<file path="config.mk">
export PLATFORM = sky130hd
export DESIGN_NAME = dmem_host_ctrl
export DESIGN_NICKNAME = d
export VERILOG_FILES = /design/src/rtl/dmem_host_ctrl.sv
export SDC_FILE = /design/constraint.sdc
export NUM_CORES = 1
export LEC_CHECK = 0
export CAP_MARGIN = 20
export CORE_UTILIZATION = 35
export CTS_BUF_LIST = sky130_fd_sc_hd__clkbuf_16
export DETAILED_ROUTE_END_ITERATION = 16
export SETUP_SLACK_MARGIN = 0.15
export SLEW_MARGIN = 20
export SYNTH_ARGS = -nofsm -noshare
export SYNTH_HDL_FRONTEND = slang
export SYNTH_SLANG_ARGS = --single-unit
</file>
<file path="constraint.sdc">
create_clock -name clk -period 6.5 [get_ports clk]
set_clock_uncertainty 0.15 [all_clocks]
set_input_delay 1.3 -clock clk [delete_from_list [all_inputs] [get_ports clk]]
set_output_delay 1.3 -clock clk [all_outputs]
set_load 0.02 [all_outputs]
</file>
<file path="src/rtl/dmem_host_ctrl.sv">
`default_nettype none
// ============================================================================
// Module      : dmem_host_ctrl
// Description : Host-side sequencer around a multi-core data memory.
//               On cmd_go it streams load_count words into memory, pulses
//               the core reset, starts the cores, counts run cycles until
//               END, then streams dump_start..dump_end-1 back out.
// Ports       : clk, RESET          - clock, synchronous active-high reset
//               cmd_go, load_count,
//               dump_start, dump_end - command and its parameters
//               in_*                 - load stream (valid/ready)
//               addr_mux_select, current_addr, mem_data, write_from_tb
//                                    - memory load path to the top
//               core_rst, START, END - core control / completion
//               ar_in, dmem_out_disp - readback address / data
//               out_*                - dump stream (valid/ready)
//               busy, done, run_cycles - status
// Revision    : 1.0 - initial release
// ============================================================================
module dmem_host_ctrl #(
    parameter int DW     = 16,
    parameter int AW     = 16,
    parameter int RD_LAT = 1
) (
    input  logic          clk,
    input  logic          RESET,
    input  logic          cmd_go,
    input  logic [AW-1:0] load_count,
    input  logic [AW-1:0] dump_start,
    input  logic [AW-1:0] dump_end,
    input  logic [DW-1:0] in_data,
    input  logic          in_valid,
    output logic          in_ready,
    output logic [1:0]    addr_mux_select,
    output logic [AW-1:0] current_addr,
    output logic [DW-1:0] mem_data,
    output logic          write_from_tb,
    output logic          core_rst,
    output logic          START,
    input  logic          END,
    output logic [AW-1:0] ar_in,
    input  logic [DW-1:0] dmem_out_disp,
    output logic [DW-1:0] out_data,
    output logic          out_valid,
    input  logic          out_ready,
    output logic          busy,
    output logic          done,
    output logic [31:0]   run_cycles
);

    localparam logic [3:0] c_IDLE  = 4'd0;
    localparam logic [3:0] c_LOAD  = 4'd1;
    localparam logic [3:0] c_CRST  = 4'd2;
    localparam logic [3:0] c_KICK  = 4'd3;
    localparam logic [3:0] c_RUN   = 4'd4;
    localparam logic [3:0] c_DADDR = 4'd5;
    localparam logic [3:0] c_DWAIT = 4'd6;
    localparam logic [3:0] c_DOUT  = 4'd7;
    localparam logic [3:0] c_DONE  = 4'd8;

    // DWAIT always lasts at least one cycle so a zero latency still works.
    localparam int          c_LAT      = (RD_LAT < 1) ? 1 : RD_LAT;
    localparam logic [15:0] c_LAT_LAST = 16'(c_LAT - 1);

    logic [3:0]    r_state;
    logic [AW-1:0] r_load_cnt;
    logic [AW-1:0] r_load_addr;
    logic [AW-1:0] r_dump_start;
    logic [AW-1:0] r_dump_end;
    logic [AW-1:0] r_dump_addr;
    logic          r_crst_cnt;
    logic [15:0]   r_lat_cnt;

    logic [AW-1:0] w_load_addr_nxt;
    logic [AW-1:0] w_dump_addr_nxt;
    logic          w_run_sat;

    assign w_load_addr_nxt = r_load_addr + 1'b1;
    assign w_dump_addr_nxt = r_dump_addr + 1'b1;
    assign w_run_sat       = &run_cycles;

    // All outputs are registered and updated together with the state, so
    // each branch sets the outputs that belong to the state being entered.
    always_ff @(posedge clk) begin
        if (RESET) begin
            r_state         <= c_IDLE;
            r_load_cnt      <= '0;
            r_load_addr     <= '0;
            r_dump_start    <= '0;
            r_dump_end      <= '0;
            r_dump_addr     <= '0;
            r_crst_cnt      <= 1'b0;
            r_lat_cnt       <= '0;
            in_ready        <= 1'b0;
            addr_mux_select <= 2'd0;
            current_addr    <= '0;
            mem_data        <= '0;
            write_from_tb   <= 1'b0;
            core_rst        <= 1'b0;
            START           <= 1'b0;
            ar_in           <= '0;
            out_data        <= '0;
            out_valid       <= 1'b0;
            busy            <= 1'b0;
            done            <= 1'b0;
            run_cycles      <= '0;
        end else begin
            if ((r_state == c_KICK || r_state == c_RUN) && !w_run_sat) begin
                run_cycles <= run_cycles + 32'd1;
            end

            case (r_state)
                c_IDLE, c_DONE: begin
                    if (cmd_go) begin
                        r_load_cnt   <= load_count;
                        r_dump_start <= dump_start;
                        r_dump_end   <= dump_end;
                        r_dump_addr  <= dump_start;
                        r_load_addr  <= '0;
                        run_cycles   <= '0;
                        busy         <= 1'b1;
                        done         <= 1'b0;
                        if (load_count == '0) begin
                            r_state    <= c_CRST;
                            r_crst_cnt <= 1'b0;
                            core_rst   <= 1'b1;
                        end else begin
                            r_state         <= c_LOAD;
                            addr_mux_select <= 2'd1;
                            in_ready        <= 1'b1;
                        end
                    end
                end

                c_LOAD: begin
                    if (write_from_tb) begin
                        // Write cycle ends; r_load_addr already counts it.
                        write_from_tb <= 1'b0;
                        if (r_load_addr == r_load_cnt) begin
                            r_state         <= c_CRST;
                            r_crst_cnt      <= 1'b0;
                            core_rst        <= 1'b1;
                            addr_mux_select <= 2'd0;
                        end else begin
                            in_ready <= 1'b1;
                        end
                    end else if (in_valid && in_ready) begin
                        mem_data      <= in_data;
                        current_addr  <= r_load_addr;
                        write_from_tb <= 1'b1;
                        in_ready      <= 1'b0;
                        r_load_addr   <= w_load_addr_nxt;
                    end
                end

                c_CRST: begin
                    if (!r_crst_cnt) begin
                        r_crst_cnt <= 1'b1;
                    end else begin
                        core_rst <= 1'b0;
                        START    <= 1'b1;
                        r_state  <= c_KICK;
                    end
                end

                // END is deliberately not looked at here.
                c_KICK: begin
                    START   <= 1'b0;
                    r_state <= c_RUN;
                end

                c_RUN: begin
                    if (END) begin
                        if (r_dump_start >= r_dump_end) begin
                            r_state <= c_DONE;
                            busy    <= 1'b0;
                            done    <= 1'b1;
                        end else begin
                            r_state         <= c_DADDR;
                            addr_mux_select <= 2'd2;
                            ar_in           <= r_dump_addr;
                        end
                    end
                end

                c_DADDR: begin
                    r_state   <= c_DWAIT;
                    r_lat_cnt <= '0;
                end

                c_DWAIT: begin
                    if (r_lat_cnt == c_LAT_LAST) begin
                        out_data  <= dmem_out_disp;
                        out_valid <= 1'b1;
                        r_state   <= c_DOUT;
                    end else begin
                        r_lat_cnt <= r_lat_cnt + 16'd1;
                    end
                end

                c_DOUT: begin
                    if (out_ready) begin
                        out_valid   <= 1'b0;
                        r_dump_addr <= w_dump_addr_nxt;
                        if (w_dump_addr_nxt == r_dump_end) begin
                            r_state         <= c_DONE;
                            busy            <= 1'b0;
                            done            <= 1'b1;
                            addr_mux_select <= 2'd0;
                        end else begin
                            r_state <= c_DADDR;
                            ar_in   <= w_dump_addr_nxt;
                        end
                    end
                end

                default: r_state <= c_IDLE;
            endcase
        end
    end

endmodule
`default_nettype wire
</file>
# Yosys cells after proc, flatten, opt, wreduce, memory -nomap -nowiden
# Index checks and enable logic that the tools add are counted.
[word_totals]
input_bits = 86
register_bits = 206
output_inout_bits = 105
[op_classes]
n_reduce_logical = 33
addsub = 4
order_cmp = 1
n_bitwise = 1
n_eq_ne = 28
mux = 73
[op_table]
columns = ["operator", "count"]
rows = [
  ["$mux W16", 10],
  ["$pmux W16 S2", 4],
  ["$mux W32", 3],
  ["$add A16 B1 Y16 const B", 3],
  ["$mux W4", 9],
  ["$add A32 B1 Y32 const B", 1],
  ["$eq A16 B16 Y1", 2],
  ["$logic_not A16 Y1", 2],
  ["$pmux W4 S8", 1],
  ["$reduce_and A32 Y1", 1],
  ["$ne A2 B2 Y1 const B", 15],
  ["$mux W1", 29],
  ["$mux W2", 9],
  ["$eq A4 B3 Y1 const B", 4],
  ["$ge A16 B16 Y1", 1],
  ["$reduce_and A5 Y1", 3],
  ["$pmux W1 S3", 4],
  ["$reduce_and A6 Y1", 2],
  ["$reduce_bool A2 Y1", 6],
  ["$reduce_and A3 Y1", 3],
  ["$reduce_and A9 Y1", 1],
  ["$eq A4 B2 Y1 const B", 2],
  ["$pmux W2 S4", 1],
  ["$reduce_and A2 Y1", 4],
  ["other kinds (15)", 20],
]

# Depth between registers and ports, before layout
[logic_depth]
depth_word = 6
ltp_mapped = 10
ltp_nobuf = 9

# Worst setup path after synthesis
# Ideal clock, no wire load.
[synth_timing]
path_type = "flip-flop to flip-flop"
start = "register r_dump_addr[1]"
end = "register ar_in[1]"
setup_time_ns = 0.142
period_less_slack_ns = 2.755
n_path_buf = 2
slack_ns = 3.745
stages_incl_launch_ff = 11
arrival_ns = 2.464
path_cell_list = "dfxtp_1 ha_1 buf_4 nand4_4 or4_1 a211oi_2 a2bb2oi_2 nand4_4 buf_2 a211oi_1 a211oi_2"
[synth_via]
elab_chain_len = 4
elab_cells_between_ends = 9
classes_between = "add/sub: 1; eq/ne: 2; mux: 5; reduce/logical: 1"
[synth_lines]
columns = ["element", "line_no", "source"]
rows = [
  ["start, declared", "70", "logic [AW-1:0] r_dump_addr;"],
  ["start signal, assigned", "118", "r_dump_addr <= dump_start;"],
  ["start signal, assigned", "204", "r_dump_addr <= w_dump_addr_nxt;"],
  ["$add A16 B1 Y16", "79", "assign w_dump_addr_nxt = r_dump_addr + 1'b1;"],
  ["$eq A16 B16 Y1 or $mux W16 (tied branches)", "205", "if (w_dump_addr_nxt == r_dump_end) begin"],
  ["$ne A2 B2 Y1 (no source line) or $mux W16 (tied branches)", "n/a", ""],
  ["$reduce_and A5 Y1 (no source line) or $pmux W16 S2 (tied branches)", "n/a", ""],
  ["end signal, assigned", "181", "ar_in <= r_dump_addr;"],
  ["end signal, assigned", "212", "ar_in <= w_dump_addr_nxt;"],
  ["end, declared", "41", "output logic [AW-1:0] ar_in,"],
]
# Parallel ways exist; a longest one is shown, timed or not. The select of a mux whose other input is x is not followed.
# A chain may end at the register's enable or synchronous reset.

# Worst setup path in the final report
[layout_timing]
start = "input port cmd_go"
end = "register r_dump_addr[15]"
[layout_via]
elab_chain_len = 2
[layout_lines]
columns = ["element", "line_no", "source"]
rows = [
  ["start, declared", "27", "input logic cmd_go,"],
  ["$ne A2 B2 Y1 (no source line)", "n/a", ""],
  ["$reduce_and A3 Y1 (no source line)", "n/a", ""],
]
# Every way passes these cells.

==> summary.md <==
| Metric | Value |
|---|---|
| Drt first pass iters | `5` |
| H-tree level count | `1` |
| Critical Path Fanout Max | `34` |
| Post-CTS Setup Repair Bufs | `0` |
| Crit path time final | `3640 ps` |
| Final setup vio count | `0` |
| Most used DFF post-synth | `dfxtp_1` |
| Syn_nets | `1345` |
| Netlist cell types | `71` |
| Initial DRC count | `522` |
| Die area | `0.0293 mm2` |
| Avg Vias per Cell | `5.12` |
| Worst slew pin tran | `892 ps` |
| Hold endpoint | `mem_data[6]` |
| Reg2Reg Depth | `8` |
| Cts hold-fix bufs | `0` |
| RSZ-0062 raised after global routing | `false` |
| Initial Util | `0.358` |
| Post-synthesis sequential area ratio | `0.412` |
| CTS tree | `yes` |
| Max Slew Vio Count | `0` |
| Cells after Synth | `1238` |
| Hold path startpoint | `mem_data[6]` |
| Worst-path cell chain | `clkdlybuf4s50_1 > nand2_1 > buf_4 > nand2_1 > o21ai_0 > a22oi_1 > nor2_1` |
| Nature of the critical path startpoint | `primary input` |
| Core area | `0.0280 mm2` |
| Hpwl dp | `19.7 mm` |
| GRT Resource Usage Total | `0.192` |
| Max Freq | `275 MHz` |
| Post-route cell area | `0.0129 mm2` |
| Ant diodes | `0` |
| Max-Cap Viols | `0` |
| Worst path top cell family by delay | `simple AND/OR/NAND/NOR gates` |
| Final Net Count | `1492` |
| Dpl cells | `1737` |
| HP Class | `reg -> reg` |
| IO Pins | `191` |
| ANT nets after route | `0` |
| Clock sinks | `206` |
| Maximum vdd drop | `167 uV` |
| R2R Path Start | `r_dump_addr[0]` |
| Clock-pin transition on the worst setup and hold timing paths | `60 ps` |
| P&R area growth vs syn | `29.1%` |
| TritonCTS buffer count | `24` |
| Final Worst Setup Slack | `2860 ps` |
| Fin crit share | `0.559` |
| Synthesized area per cell | `8.09 um2` |
| Largest net degree at the start of global routing | `77` |
| PD cells | `287 mW/mm2` |
| Leakage | `4.51 nW` |
| Vias | `9116` |
| Drc violations | `0` |
| CP arrival | `3860 ps` |
| Crit-path slowest cell | `nand2_1` |
| First-pass GRT wire length | `45.5 mm` |
| CP Data Required Time | `6720 ps` |
| Placer congestion estimate | `0.873` |
| Reg2reg end | `ar_in[11]` |
| GRT overflow | `0` |
| Hold depth | `2` |
| IO Port Bufs | `190` |
| Slew Limit Headroom | `0.403` |
| Chip Width | `171 um` |
| Most common cell after layout, fill and taps aside | `nand2_1` |
| Critical path class | `in -> reg` |
| Synth Register Bits | `206` |
| Layout cells sized above 1 | `0.0506` |
| Die Height | `171 um` |
| Area post-placement | `0.0121 mm2` |
| Setup TNS | `0 ps` |
| Post-place setup slack | `2360 ps` |
| Mapped Area | `0.0100 mm2` |
| Status | `finished clean` |
| Ys async rst share | `0` |
| Hold Fails Final Rpt | `0` |
| Vias in the first global route | `8653` |
| FP Rows | `61` |
| Root Driver | `clkbuf_16` |
| Clock Path Buffers | `3` |
| Post-CTS Resized | `0` |
| Warnings from Yosys | `0` |
| Final std cells w/o fill | `1781` |
| Crit. End Element | `register` |
| WP buf/inv | `2` |
| Most frequent cells in the layout | `225 x nand2_1, 206 x dfxtp_1, 189 x clkdlybuf4s50_1` |
| Post-synth EDFFs | `0` |
| CP dominant cell by count | `nand2_1` |
| Worst path max stage delay | `580 ps` |
| Antenna violations before repair | `0` |
| DRT Wirelength | `28.2 mm` |
| Worst-Skew Late Latency | `520 ps` |
| Drt wl/cell | `15.8 um` |
| Slack of the worst reg-to-reg path | `3020 ps` |
==> layer usage <==
layer | share of wire | GRT usage | vias up
met5 | 0 | 0 | -
met4 | 0.024 | 0.0528 | 0
met3 | 0.064 | 0.0442 | 38
met2 | 0.43 | 0.290 | 219
met1 | 0.48 | 0.272 | 4276
li1 | - | - | 4583
==> worst register-to-register path: stages, from the launching register on <==
cell,delay [ps]
dfxtp_1,600
ha_1,460
nand4_4,190
or4_1,530
a211oi_2,320
a2bb2oi_2,220
nand4_4,310
a21o_4,420
a211oi_1,220
==> metrics by stage <==
stage / hold slack, ps / util / power [W]
after global routing: 317 / 0.462 / 0.00392
after CTS: 304 / 0.462 / 0.00375
final: 302 / 0.462 / 0.00371
after global placement: 290 / 0.433 / 0.00233
after detailed placement: 297 / 0.433 / 0.00234
after floorplan: 286 / - / 0.00207
==> synth_stat cells, types with 19 or more instances <==
cell type / n / share of area
nor2_1: 124 / 0.046
o21ai_0: 32 / 0.016
clkbuf_1: 59 / 0.022
nor3_1: 28 / 0.014
dfxtp_1: 206 / 0.41
inv_1: 30 / 0.011
a211oi_1: 26 / 0.019
a21oi_1: 117 / 0.058
xnor2_1: 46 / 0.040
nand4_1: 26 / 0.016
xor2_1: 59 / 0.052
nand2_1: 225 / 0.084
ha_1: 21 / 0.026
nand3_1: 37 / 0.018
mux2i_1: 19 / 0.019
==> power breakdown <==
group          leakage, nW  switching, W  internal [W]
sequential            1.67      0.000141       0.00136
combinational         2.42      0.000473      0.000342
clock                0.424      0.000542      0.000851
total                 4.51       0.00116       0.00256
==> cell families after synthesis <==
family | share of synthesized area
adders and majority gates | 0.0262
DFF | 0.412
AOI/OAI and AO/OA | 0.155
buffers and inverters | 0.0456
and+or+nand+nor | 0.251
xor gates and xnor gates | 0.0918
muxes | 0.0190
==> layout make-up <==
cell class,count,area (um2)
Fill cell,2812,15100
Multi-Input combinational cell,923,5440
Sequential cell,206,4120
Timing Repair Buffer,200,1970
Clock buffer,25,626
Tap cell,378,473
Clock inverter,19,188
Inverter,30,113
==> worst max-delay path by stage <==
stage              startpoint         endpoint  slack, ps  cells after the start
6_report               cmd_go  r_dump_addr[15]       2860                      7
5_1_grt                cmd_go  r_dump_addr[15]       2680                      7
4_1_cts                cmd_go  r_dump_addr[15]       2910                      7
3_5_place_dp           cmd_go  r_dump_addr[15]       2360                      7
3_3_place_gp           cmd_go   r_dump_addr[4]       2450                      7
2_1_floorplan  r_dump_addr[1]         ar_in[1]       3740                     10
==> registers in the layout (all words and copies together), names as in the netlist, 2 cells and up <==
name and flops:
run_cycles 32, r_state 4, current_addr 16, r_load_cnt 16, r_load_addr 16, r_dump_end 16, r_dump_start 16, r_dump_addr 16
mem_data 16, ar_in 16, out_data 16, addr_mux_select 2, r_lat_cnt 16
No activity file was read; power rests on OpenSTA's default activity.
==> variant, RTL diff (same flow settings) <==
The parameter `DW` goes from 16 to 20.
--- a/src/rtl/dmem_host_ctrl.sv
+++ b/src/rtl/dmem_host_ctrl.sv
@@ -18,7 +18,7 @@
 // Revision    : 1.0 - initial release
 // ============================================================================
 module dmem_host_ctrl #(
-    parameter int DW     = 16,
+    parameter int DW     = 20,
     parameter int AW     = 16,
     parameter int RD_LAT = 1
 ) (
Interface: changed (resized dmem_out_disp, in_data, mem_data and out_data); port bits go from 191 to 207. The function was not compared with the original's and may differ.
==> variant against the unedited design <==
Synthesized area up 1.8%; via count unchanged; cell area up 2.7%; critical path type is now reg2reg; hold slack about the same; sequential share of layout area up 0.37 points; wire length about the same; largest power group unchanged; maximum frequency up 0.61%; sequential cell count up 8; total power up 3.9%; count of clock-buffer cells in the layout unchanged; worst setup slack better by 22 ps; critical path depth up 1.
==> variant: results <==
export IMPL_global_route_usage_total_pct=18.8
export IMPL_worst_path_max_fanout=17
export IMPL_place_area_um2=12500
export IMPL_grt_first_pass_wirelength_mm=46.6
export IMPL_drt_initial_drc_count=497
export IMPL_htree_levels=1
export IMPL_place_gp_congestion=0.814
export IMPL_place_detailed_hpwl_mm=20.0
export IMPL_asyncSetResetFlopFracSynth_pct=0
export IMPL_power_per_cell_area_nw_per_um2=290
export IMPL_leakage_power_summed_over_all_cells_nw=4.72
export IMPL_totalNegativeSetupSlack_ps=0
export IMPL_final_hold_violation_count=0
export IMPL_cts_buffer_depth=3
export IMPL_power_ir_vdd_worst_mv=0.151
export IMPL_numCtsBuffers=25
export IMPL_total_nets_after_synthesis=1387
export IMPL_run_status="complete, no violations"
export IMPL_nets=1553
export IMPL_grt_pass1_vias=8835
export IMPL_fillerInstances=2890
export IMPL_seq_area_frac_synth_pct=42.0
export IMPL_worstMarginPinSlew_ps=971
export IMPL_synth_lib_cells_used_distinct=67
export IMPL_port_buffer_count=206
export IMPL_cell_types_with_the_highest_counts_after_synthesis="sky130_fd_sc_hd__nand2_1, sky130_fd_sc_hd__dfxtp_1, sky130_fd_sc_hd__nor2_1"
export IMPL_clock_root_buffer="sky130_fd_sc_hd__clkbuf_16"
export IMPL_cts_repair_resized=0
export IMPL_cts_clk_slew_worst_paths_ps=60
export IMPL_antenna_violations_before_repair=1
export IMPL_grt_start_max_net_pins=91
export IMPL_yosys_top_cells_area="sky130_fd_sc_hd__dfxtp_1, sky130_fd_sc_hd__nand2_1, sky130_fd_sc_hd__a21oi_1, sky130_fd_sc_hd__nor2_1, sky130_fd_sc_hd__xnor2_1"
export IMPL_wl_per_cell_um=15.3
export IMPL_worst_skew_pair_late_latency_ps=520
export IMPL_final_layout_size_suffix_gt1_share_pct=4.95
export IMPL_drt_pass1_iter_count=4
export IMPL_largest_registers="run_cycles (32), mem_data (20), out_data (20)"
export IMPL_post_cts_repair_setup_buffers=0
export IMPL_avgViaCountPerCell=4.95
export IMPL_critical_path_arrival_ps=3880
export IMPL_hold_class="reg2reg"
==> variant: cell types whose count changed after synthesis, sizes merged, moves of 9 or more <==
| cell | before | now |
|---|---|---|
| o21ai | 32 | 43 |
| a21oi | 117 | 133 |
| a211oi | 37 | 9 |
| mux2 | 0 | 13 |
| xor2 | 59 | 48 |
| nand4 | 28 | 19 |
| nor2b | 6 | 17 |
| nor2 | 124 | 147 |
==> variant: critical path: stages (launching register included) <==
cell and delay [ps]:
sky130_fd_sc_hd__dfxtp_1 470, sky130_fd_sc_hd__ha_1 330, sky130_fd_sc_hd__nand3_2 240, sky130_fd_sc_hd__nor4_4 390, sky130_fd_sc_hd__xnor2_1 110, sky130_fd_sc_hd__nor4_1 470
sky130_fd_sc_hd__nand4_2 240, sky130_fd_sc_hd__a31oi_4 690, sky130_fd_sc_hd__mux2_2 410
==> variant: power by group <==
group	switching, mW	internal, mW	leakage, nW	total (mW)
sequential	0.150	1.42	1.73	1.57
clock	0.545	0.812	0.413	1.36
combinational	0.553	0.370	2.57	0.923
total	1.25	2.60	4.72	3.85
==> variant: layer usage <==
metal  vias to the layer above  part of all wire [%]  GRT usage [%]  routed length, um
li1                       4661                     -              -                  -
met1                      4181                    46           25.3              13000
met2                       245                    44           29.7              12600
met3                        29                   7.9           5.15               2230
met4                         0                   1.6           4.35                463
met5                         -                     0              0                  0
==> variant: area by class of cell <==
class	instances	area share, %
Multi-Input combinational cell	945	41.2
Clock inverter	20	1.22
Antenna cell	1	0.0188
Inverter	37	1.05
Sequential cell	214	32.2
Clock buffer	25	4.71
Tap cell	384	3.62
Timing Repair Buffer	215	16.0
==> variant: per-stage QoR <==
step	hold slack [ps]	utilization (%)	std cells	setup WS (ps)
after CTS	304	46.3	1840	2910
after floorplan	286	-	1272	3530
after global routing	320	46.3	1840	2570
final	302	46.3	1841	2890
after global placement	291	43.5	1795	2740
after detailed placement	296	43.5	1795	2680
==> variant: path summary, 6_finish.rpt <==
path                        from           end  slack (ps)  cells past startpoint
hold / removal      mem_data[11]  mem_data[11]         300                      2
setup / recovery  r_dump_addr[0]      ar_in[1]        2890                      8
hold reg to reg     mem_data[11]  mem_data[11]         300                      2
setup reg to reg  r_dump_addr[0]      ar_in[1]        2890                      8
==> variant: logic make-up after synthesis <==
group | Yosys count | synth area share (%)
DFF | 214 | 42.0
AOI/OAI and AO/OA | 230 | 13.2
xor gates and xnor gates | 98 | 8.42
muxes | 37 | 4.01
and+or+nand+nor | 559 | 25.3
buffers and inverters | 113 | 4.54
adders and majority gates | 21 | 2.58
